==> src/rtl/spi_target_if.sv <==
// SPI pin and host-side register bus of spi_target.
// The slave modport is the target's view; the master modport is the driver/host view.
interface spi_target_if;
  logic        sclk;
  logic        mosi;
  logic        _ss;
  logic        miso;
  logic        miso_oe;
  logic        selected;
  logic [7:0]  rx_data;
  logic        rx_valid;
  logic        rx_ack;
  logic        rx_overrun;
  logic [7:0]  tx_data;
  logic        tx_load;
  logic        tx_ready;
  logic        tx_underrun;
  logic        clr_flags;
  logic        crc_clr;
  logic [15:0] crc_out;

  modport slave (
    input  sclk, mosi, _ss, rx_ack, tx_data, tx_load, clr_flags, crc_clr,
    output miso, miso_oe, selected, rx_data, rx_valid, rx_overrun,
           tx_ready, tx_underrun, crc_out
  );

  modport master (
    output sclk, mosi, _ss, rx_ack, tx_data, tx_load, clr_flags, crc_clr,
    input  miso, miso_oe, selected, rx_data, rx_valid, rx_overrun,
           tx_ready, tx_underrun, crc_out
  );
endinterface

==> src/rtl/spi_target.sv <==
// SPI mode-0 target: oversampled sclk/mosi/_ss, MSB-first RX/TX holding registers.
// Optional CRC-16/XMODEM over received bits is built when SPI_TARGET_CRC16_EN is defined.
module spi_target #(
  parameter int         SYNC_STAGES = 2,
  parameter logic [7:0] IDLE_FILL   = 8'hFF
) (
  input  logic         clk,
  input  logic         rst,
  spi_target_if.slave  bus
);

  typedef enum logic {S_IDLE, S_SHIFT} state_t;

  state_t r_state, w_state_nxt;

  logic [SYNC_STAGES-1:0] r_sclk_sync, r_mosi_sync, r_ss_sync;
  logic       r_sclk_prev, r_ss_prev;
  logic       w_sclk, w_mosi, w_ss;
  logic       w_sclk_rise, w_sclk_fall, w_ss_rise, w_ss_fall;
  logic       w_consume, w_sample, w_shift_out, w_abort, w_byte_done;
  logic [7:0] w_rx_byte, w_load_byte;

  logic [2:0] r_bit_cnt;
  logic [6:0] r_rx_shift;
  logic [6:0] r_tx_shift;
  logic [7:0] r_tx_hold;
  logic [7:0] r_rx_data;
  logic       r_miso, r_miso_oe, r_rx_valid, r_rx_overrun, r_tx_ready, r_tx_underrun;

  // Synchroniser stage: _ss resets to the deselected level so reset never looks like a select
  always_ff @(posedge clk or posedge rst) begin
    if (rst) begin
      r_sclk_sync <= '0;
      r_mosi_sync <= '0;
      r_ss_sync   <= '1;
      r_sclk_prev <= 1'b0;
      r_ss_prev   <= 1'b1;
    end else begin
      r_sclk_sync <= {r_sclk_sync[SYNC_STAGES-2:0], bus.sclk};
      r_mosi_sync <= {r_mosi_sync[SYNC_STAGES-2:0], bus.mosi};
      r_ss_sync   <= {r_ss_sync[SYNC_STAGES-2:0], bus._ss};
      r_sclk_prev <= w_sclk;
      r_ss_prev   <= w_ss;
    end
  end

  assign w_sclk      = r_sclk_sync[SYNC_STAGES-1];
  assign w_mosi      = r_mosi_sync[SYNC_STAGES-1];
  assign w_ss        = r_ss_sync[SYNC_STAGES-1];
  assign w_sclk_rise = w_sclk & ~r_sclk_prev;
  assign w_sclk_fall = ~w_sclk & r_sclk_prev;
  assign w_ss_rise   = w_ss & ~r_ss_prev;
  assign w_ss_fall   = ~w_ss & r_ss_prev;

  always_ff @(posedge clk or posedge rst) begin
    if (rst) r_state <= S_IDLE;
    else     r_state <= w_state_nxt;
  end

  always_comb begin
    w_state_nxt = r_state;
    w_consume   = 1'b0;
    w_sample    = 1'b0;
    w_shift_out = 1'b0;
    w_abort     = 1'b0;
    case (r_state)
      S_IDLE: begin
        if (w_ss_fall) begin
          w_state_nxt = S_SHIFT;
          w_consume   = 1'b1;
        end
      end
      S_SHIFT: begin
        if (w_ss_rise) begin
          w_state_nxt = S_IDLE;
          w_abort     = 1'b1;
        end else begin
          w_sample = w_sclk_rise;
          if (w_sclk_fall) begin
            if (r_bit_cnt == 3'd0) w_consume   = 1'b1;
            else                   w_shift_out = 1'b1;
          end
        end
      end
      default: w_state_nxt = S_IDLE;
    endcase
  end

  assign w_byte_done = w_sample & (r_bit_cnt == 3'd7);
  assign w_rx_byte   = {r_rx_shift, w_mosi};
  assign w_load_byte = r_tx_ready ? IDLE_FILL : r_tx_hold;

  // Shift stage: bit counter, RX/TX shifters and the miso pin register
  always_ff @(posedge clk or posedge rst) begin
    if (rst) begin
      r_bit_cnt  <= 3'd0;
      r_rx_shift <= 7'd0;
      r_tx_shift <= 7'd0;
      r_miso     <= 1'b1;
      r_miso_oe  <= 1'b0;
    end else if (w_abort) begin
      r_bit_cnt <= 3'd0;
      r_miso    <= 1'b1;
      r_miso_oe <= 1'b0;
    end else begin
      if (w_sample) begin
        r_rx_shift <= w_rx_byte[6:0];
        r_bit_cnt  <= r_bit_cnt + 3'd1;
      end
      if (w_consume) begin
        r_tx_shift <= w_load_byte[6:0];
        r_miso     <= w_load_byte[7];
        r_miso_oe  <= 1'b1;
      end else if (w_shift_out) begin
        r_tx_shift <= {r_tx_shift[5:0], 1'b0};
        r_miso     <= r_tx_shift[6];
      end
    end
  end

  // Holding registers and sticky flags; a set always beats clr_flags
  always_ff @(posedge clk or posedge rst) begin
    if (rst) begin
      r_rx_data     <= 8'd0;
      r_rx_valid    <= 1'b0;
      r_rx_overrun  <= 1'b0;
      r_tx_hold     <= 8'd0;
      r_tx_ready    <= 1'b1;
      r_tx_underrun <= 1'b0;
    end else begin
      if (w_byte_done) begin
        r_rx_data  <= w_rx_byte;
        r_rx_valid <= 1'b1;
      end else if (bus.rx_ack) begin
        r_rx_valid <= 1'b0;
      end
      if (w_byte_done && r_rx_valid && !bus.rx_ack) r_rx_overrun <= 1'b1;
      else if (bus.clr_flags)                       r_rx_overrun <= 1'b0;

      if (bus.tx_load && (r_tx_ready || w_consume)) begin
        r_tx_hold  <= bus.tx_data;
        r_tx_ready <= 1'b0;
      end else if (w_consume) begin
        r_tx_ready <= 1'b1;
      end
      if (w_consume && r_tx_ready) r_tx_underrun <= 1'b1;
      else if (bus.clr_flags)      r_tx_underrun <= 1'b0;
    end
  end

`ifdef SPI_TARGET_CRC16_EN
  logic [15:0] r_crc;

  function automatic logic [15:0] crc16_step(input logic [15:0] crc, input logic bit_in);
    logic fb;
    fb = crc[15] ^ bit_in;
    return {crc[14:0], 1'b0} ^ (fb ? 16'h1021 : 16'h0000);
  endfunction

  // CRC stage: every sampled bit counts, including those of aborted bytes
  always_ff @(posedge clk or posedge rst) begin
    if (rst)               r_crc <= 16'h0000;
    else if (bus.crc_clr)  r_crc <= 16'h0000;
    else if (w_sample)     r_crc <= crc16_step(r_crc, w_mosi);
  end

  assign bus.crc_out = r_crc;
`else
  assign bus.crc_out = 16'h0000;
`endif

  assign bus.miso        = r_miso;
  assign bus.miso_oe     = r_miso_oe;
  assign bus.selected    = ~w_ss;
  assign bus.rx_data     = r_rx_data;
  assign bus.rx_valid    = r_rx_valid;
  assign bus.rx_overrun  = r_rx_overrun;
  assign bus.tx_ready    = r_tx_ready;
  assign bus.tx_underrun = r_tx_underrun;

endmodule

==> src/flat_wrapper.sv <==
// flat-port wrapper written by rule: the top's interface ports become plain ports
module spi_target_flat 
#(
  parameter int         SYNC_STAGES = 2,
  parameter logic [7:0] IDLE_FILL   = 8'hFF
)
  (clk, rst, bus_sclk, bus_mosi, bus__ss, bus_rx_ack, bus_tx_data, bus_tx_load, bus_clr_flags, bus_crc_clr, bus_miso, bus_miso_oe, bus_selected, bus_rx_data, bus_rx_valid, bus_rx_overrun, bus_tx_ready, bus_tx_underrun, bus_crc_out);
  spi_target_if bus_i ();
  input  logic clk;
  input  logic rst;
  input wire logic [$bits(bus_i.sclk)-1:0] bus_sclk;
  input wire logic [$bits(bus_i.mosi)-1:0] bus_mosi;
  input wire logic [$bits(bus_i._ss)-1:0] bus__ss;
  input wire logic [$bits(bus_i.rx_ack)-1:0] bus_rx_ack;
  input wire logic [$bits(bus_i.tx_data)-1:0] bus_tx_data;
  input wire logic [$bits(bus_i.tx_load)-1:0] bus_tx_load;
  input wire logic [$bits(bus_i.clr_flags)-1:0] bus_clr_flags;
  input wire logic [$bits(bus_i.crc_clr)-1:0] bus_crc_clr;
  output wire logic [$bits(bus_i.miso)-1:0] bus_miso;
  output wire logic [$bits(bus_i.miso_oe)-1:0] bus_miso_oe;
  output wire logic [$bits(bus_i.selected)-1:0] bus_selected;
  output wire logic [$bits(bus_i.rx_data)-1:0] bus_rx_data;
  output wire logic [$bits(bus_i.rx_valid)-1:0] bus_rx_valid;
  output wire logic [$bits(bus_i.rx_overrun)-1:0] bus_rx_overrun;
  output wire logic [$bits(bus_i.tx_ready)-1:0] bus_tx_ready;
  output wire logic [$bits(bus_i.tx_underrun)-1:0] bus_tx_underrun;
  output wire logic [$bits(bus_i.crc_out)-1:0] bus_crc_out;
  assign bus_i.sclk = bus_sclk;
  assign bus_i.mosi = bus_mosi;
  assign bus_i._ss = bus__ss;
  assign bus_i.rx_ack = bus_rx_ack;
  assign bus_i.tx_data = bus_tx_data;
  assign bus_i.tx_load = bus_tx_load;
  assign bus_i.clr_flags = bus_clr_flags;
  assign bus_i.crc_clr = bus_crc_clr;
  assign bus_miso = bus_i.miso;
  assign bus_miso_oe = bus_i.miso_oe;
  assign bus_selected = bus_i.selected;
  assign bus_rx_data = bus_i.rx_data;
  assign bus_rx_valid = bus_i.rx_valid;
  assign bus_rx_overrun = bus_i.rx_overrun;
  assign bus_tx_ready = bus_i.tx_ready;
  assign bus_tx_underrun = bus_i.tx_underrun;
  assign bus_crc_out = bus_i.crc_out;
  spi_target #(.SYNC_STAGES(SYNC_STAGES), .IDLE_FILL(IDLE_FILL)) u_core (.clk(clk), .rst(rst), .bus(bus_i));
endmodule
==> config.mk <==
export PLATFORM = sky130hd
export DESIGN_NAME = spi_target_flat
export DESIGN_NICKNAME = d
export VERILOG_FILES = /design/src/rtl/spi_target_if.sv /design/src/rtl/spi_target.sv /design/src/flat_wrapper.sv
export SDC_FILE = /design/constraint.sdc
export NUM_CORES = 1
export LEC_CHECK = 0
export CELL_PAD_IN_SITES_DETAIL_PLACEMENT = 1
export CELL_PAD_IN_SITES_GLOBAL_PLACEMENT = 2
export CORE_MARGIN = 5
export CORE_UTILIZATION = 35
export CTS_CLUSTER_SIZE = 30
export DETAILED_ROUTE_END_ITERATION = 10
export HOLD_SLACK_MARGIN = 0.12
export PLACE_DENSITY = 0.92
export REMOVE_ABC_BUFFERS = 1
export SLEW_MARGIN = 30
export SYNTH_ARGS = -nofsm -noshare
export SYNTH_HDL_FRONTEND = slang
export SYNTH_SLANG_ARGS = --single-unit
==> constraint.sdc <==
create_clock -name clk -period 2.73 [get_ports clk]
set_input_delay 0.546 -clock clk [delete_from_list [all_inputs] [get_ports clk]]
set_output_delay 0.546 -clock clk [all_outputs]
set_load 0.02 [all_outputs]
==> impl_metrics.yaml <==
cts:
  path_clk_slew_ns: 0.09
  hold_buffers: 0
  cts_sinks: 48
  cts_tree: "done"
  cts-root-buf: "clkbuf_8"
  cts_setup_buffers: 0
  h-tree-depth: 2
  cts_buffer_depth: 2
  insertion_delay_ns: 0.31
  cts_resized: 0
  cts_buffers: 5
yosys:
  synth-compound-area-share_pct: 8.33
  ys_seq_elements: 48
  dominantRegCellSynth: "dfrtp_1"
  synth_xor_area_share_pct: 0
  yosys.area.top_type: "dfrtp_1"
  netlist_area_um2: 2160
  netlist_instances: 171
  synth_top_family_by_area: "multiplexers"
  yosys-top-cells-count: "dfrtp_1, buf_4, inv_1"
  synthTopCellsByArea: "dfrtp_1, mux2_2, dfstp_2"
  synth.top_cell.area_share_pct: 49.7
  muxShareOfSynthArea_pct: 13.8
  synth_edf_count: 0
  yosys.area_share.simple_pct: 9.37
  yosysUniqueCellTypes: 38
  yosysSeqAreaShare_pct: 55.8
  syn_avg_cell_area_um2: 12.7
  synthMostInstantiatedCell: "dfrtp_1"
  synthAdderAreaFrac_pct: 2.20
  synthArstFlopShare_pct: 100
  yosys_warnings: 0
power:
  power_mw: 2.06
  power.share.clock_pct: 30.2
  leakagePower_nw: 1.21
  p_sw_uw: 571
  p_seq_share_pct: 48.8
  intPower_mw: 1.49
  ir_drop_uv: 299
  switching_share_pct: 27.7
  comb_power_share_pct: 21.0
  powerDensity_nw_per_um2: 784
floorplanning:
  num_rows: 28
  die_h_um: 88.6
  dieArea_um2: 7850
  io_pins: 48
  start_util_pct: 36.3
  die_w_um: 88.6
  coreArea_um2: 5960
global_route:
  grtUsageTotal_pct: 11.6
  antenna_found_initial: 0
  first_global_vias: 1432
  grt_overflow: 0
  grt_max_degree: 24
  grt_pass1_wl_um: 6980
run:
  drv_cap: 0
cells_and_area:
  layout-drive-gt1-share_pct: 23.7
  diodes: 0
  nFillCells: 628
  final_area_um2: 2630
  area_growth_pct: 21.4
  regArea_um2: 1210
  multiInputGateArea_um2: 790
  final_net_count: 226
placement:
  place_area_um2: 2490
  numPortBuffers: 30
  routabilityCongestion: 0.687
  dp_hpwl_um: 3050
sta:
  fin_crit_sh_pct: 76.1
  setup_viol: 0
  fmax_mhz: 481
  tightestPinTransition_ns: 0.571
  rsz0062_at_grt: "no"
  finClkSkew_ns: 0.0103
  finalSetupTns_ns: 0
  maxSlewViolCount: 0
  slew-limit-headroom_pct: 61.9
  finalHoldViolCount: 0
  post-route-min-period_ns: 2.08
detailed_routing:
  dr.pass1.iters: 4
  post_drt_wl_per_cell_um: 14.9
  drt_iter0_drc: 33
  drc: 0
  final_antenna_net_count: 0
  via_per_inst: 4.65
  via_count: 1310
  drt-total-wl_um: 4200
worst_setup_path:
  reg2reg_depth: 6
  cp.required_ns: 2.18
  path_cells: "inv_1 > clkdlybuf4s50_1"
  endpoint: "bus_selected"
  start_kind: "register"
  endpoint_kind: "primary output"
  timing.rr.start: "u_core.r_bit_cnt[0]"
  r2r_end: "u_core.r_tx_hold[7]"
  critPathKind: "register to primary output"
  cp_data_arrival_time_ns: 1.53
  r2r_slack_ns: 0.72
  cpPeakStageDelay_ns: 0.62
  cp_slowest_cell: "dfstp_2"
  startpoint: "u_core.r_ss_sync[1]"
  path_max_fanout: 8
worst_hold_path:
  hold_path_class: "register to register"
run_status:
  outcome: "complete, no violations"
critical path: cells and delay by family, from the launching register on:
| kind | cells | cell delay [ns] |
|---|---|---|
| buffers and inverters | 2 | 0.61 |
| DFF | 1 | 0.62 |
cells by family after synthesis:
kind of cell / count (synthesis)
muxes: 24
other: 1
AOI/OAI and AO/OA: 24
adders and majority gates: 4
buffers and inverters: 38
and+or+nand+nor: 32
DFF: 48
power by group through the flow:
stage	Clock (mW)	Sequential, mW	Combinational [mW]
detailed placement	0	1.02	0.439
global placement	0	1.01	0.419
global route	0.673	1.03	0.480
CTS	0.644	1.01	0.441
finish	0.622	1.01	0.433
floorplan	0	0.997	0.307
area by class of cell:
class                      instances  share of cell area [%]
clock buffer                       5                    2.62
clock inverter                     3                    2.62
tap                               75                    3.57
multi-input combinational        100                    30.1
timing repair buffer              35                    12.9
inverter                          16                    2.29
sequential                        48                    46.0
placed cells by master, fill, tap and decap left out, types with 6 or more instances in the layout:
master           Yosys  final
a211oi_1             6      6
a311oi_1             6      6
clkdlybuf4s50_1      0     30
conb_1               1     16
dfrtp_1             43     43
inv_1               16     15
mux2_2              15     15
mux2_4               8      8
nand2_1              8      8
nor2_1               8      8
per-layer routing:
layer	up-vias	part of all wire, %	global-route usage, %
met5	-	0	0
li1	627	-	-
met1	654	43	14.5
met2	22	51	19.4
met3	7	4.3	3.17
met4	0	1.6	4.12
worst min path at each step:
stage | start | endpoint | slack [ns] | cells past startpoint
floorplan | u_core.r_mosi_sync[0] | u_core.r_mosi_sync[1] | 0.33 | 0
global placement | u_core.r_sclk_sync[0] | u_core.r_sclk_sync[1] | 0.33 | 0
detailed placement | u_core.r_sclk_sync[0] | u_core.r_sclk_sync[1] | 0.34 | 0
CTS | u_core.r_sclk_sync[0] | u_core.r_sclk_sync[1] | 0.36 | 0
global route | u_core.r_mosi_sync[0] | u_core.r_mosi_sync[1] | 0.37 | 0
finish | u_core.r_sclk_sync[0] | u_core.r_sclk_sync[1] | 0.36 | 0
per-stage QoR:
stage / hold slack (ns) / setup WS [ns] / instances / util (%)
CTS: 0.359 / 0.618 / 282 / 44.1
global placement: 0.334 / 0.748 / 274 / 41.8
floorplan: 0.331 / 0.768 / 164 / -
global route: 0.368 / 0.578 / 282 / 44.1
detailed placement: 0.336 / 0.693 / 274 / 41.8
finish: 0.356 / 0.653 / 282 / 44.1
state kept, by name, summed over array words and instances (netlist names), 2 cells and up:
| name | cells |
|---|---|
| u_core.r_sclk_sync | 2 |
| u_core.r_rx_shift | 7 |
| u_core.r_ss_sync | 2 |
| u_core.bus.rx_data | 8 |
| u_core.r_bit_cnt | 3 |
| u_core.r_mosi_sync | 2 |
| u_core.r_tx_hold | 8 |
| u_core.r_tx_shift | 7 |
(Power assumes the default switching activity.)
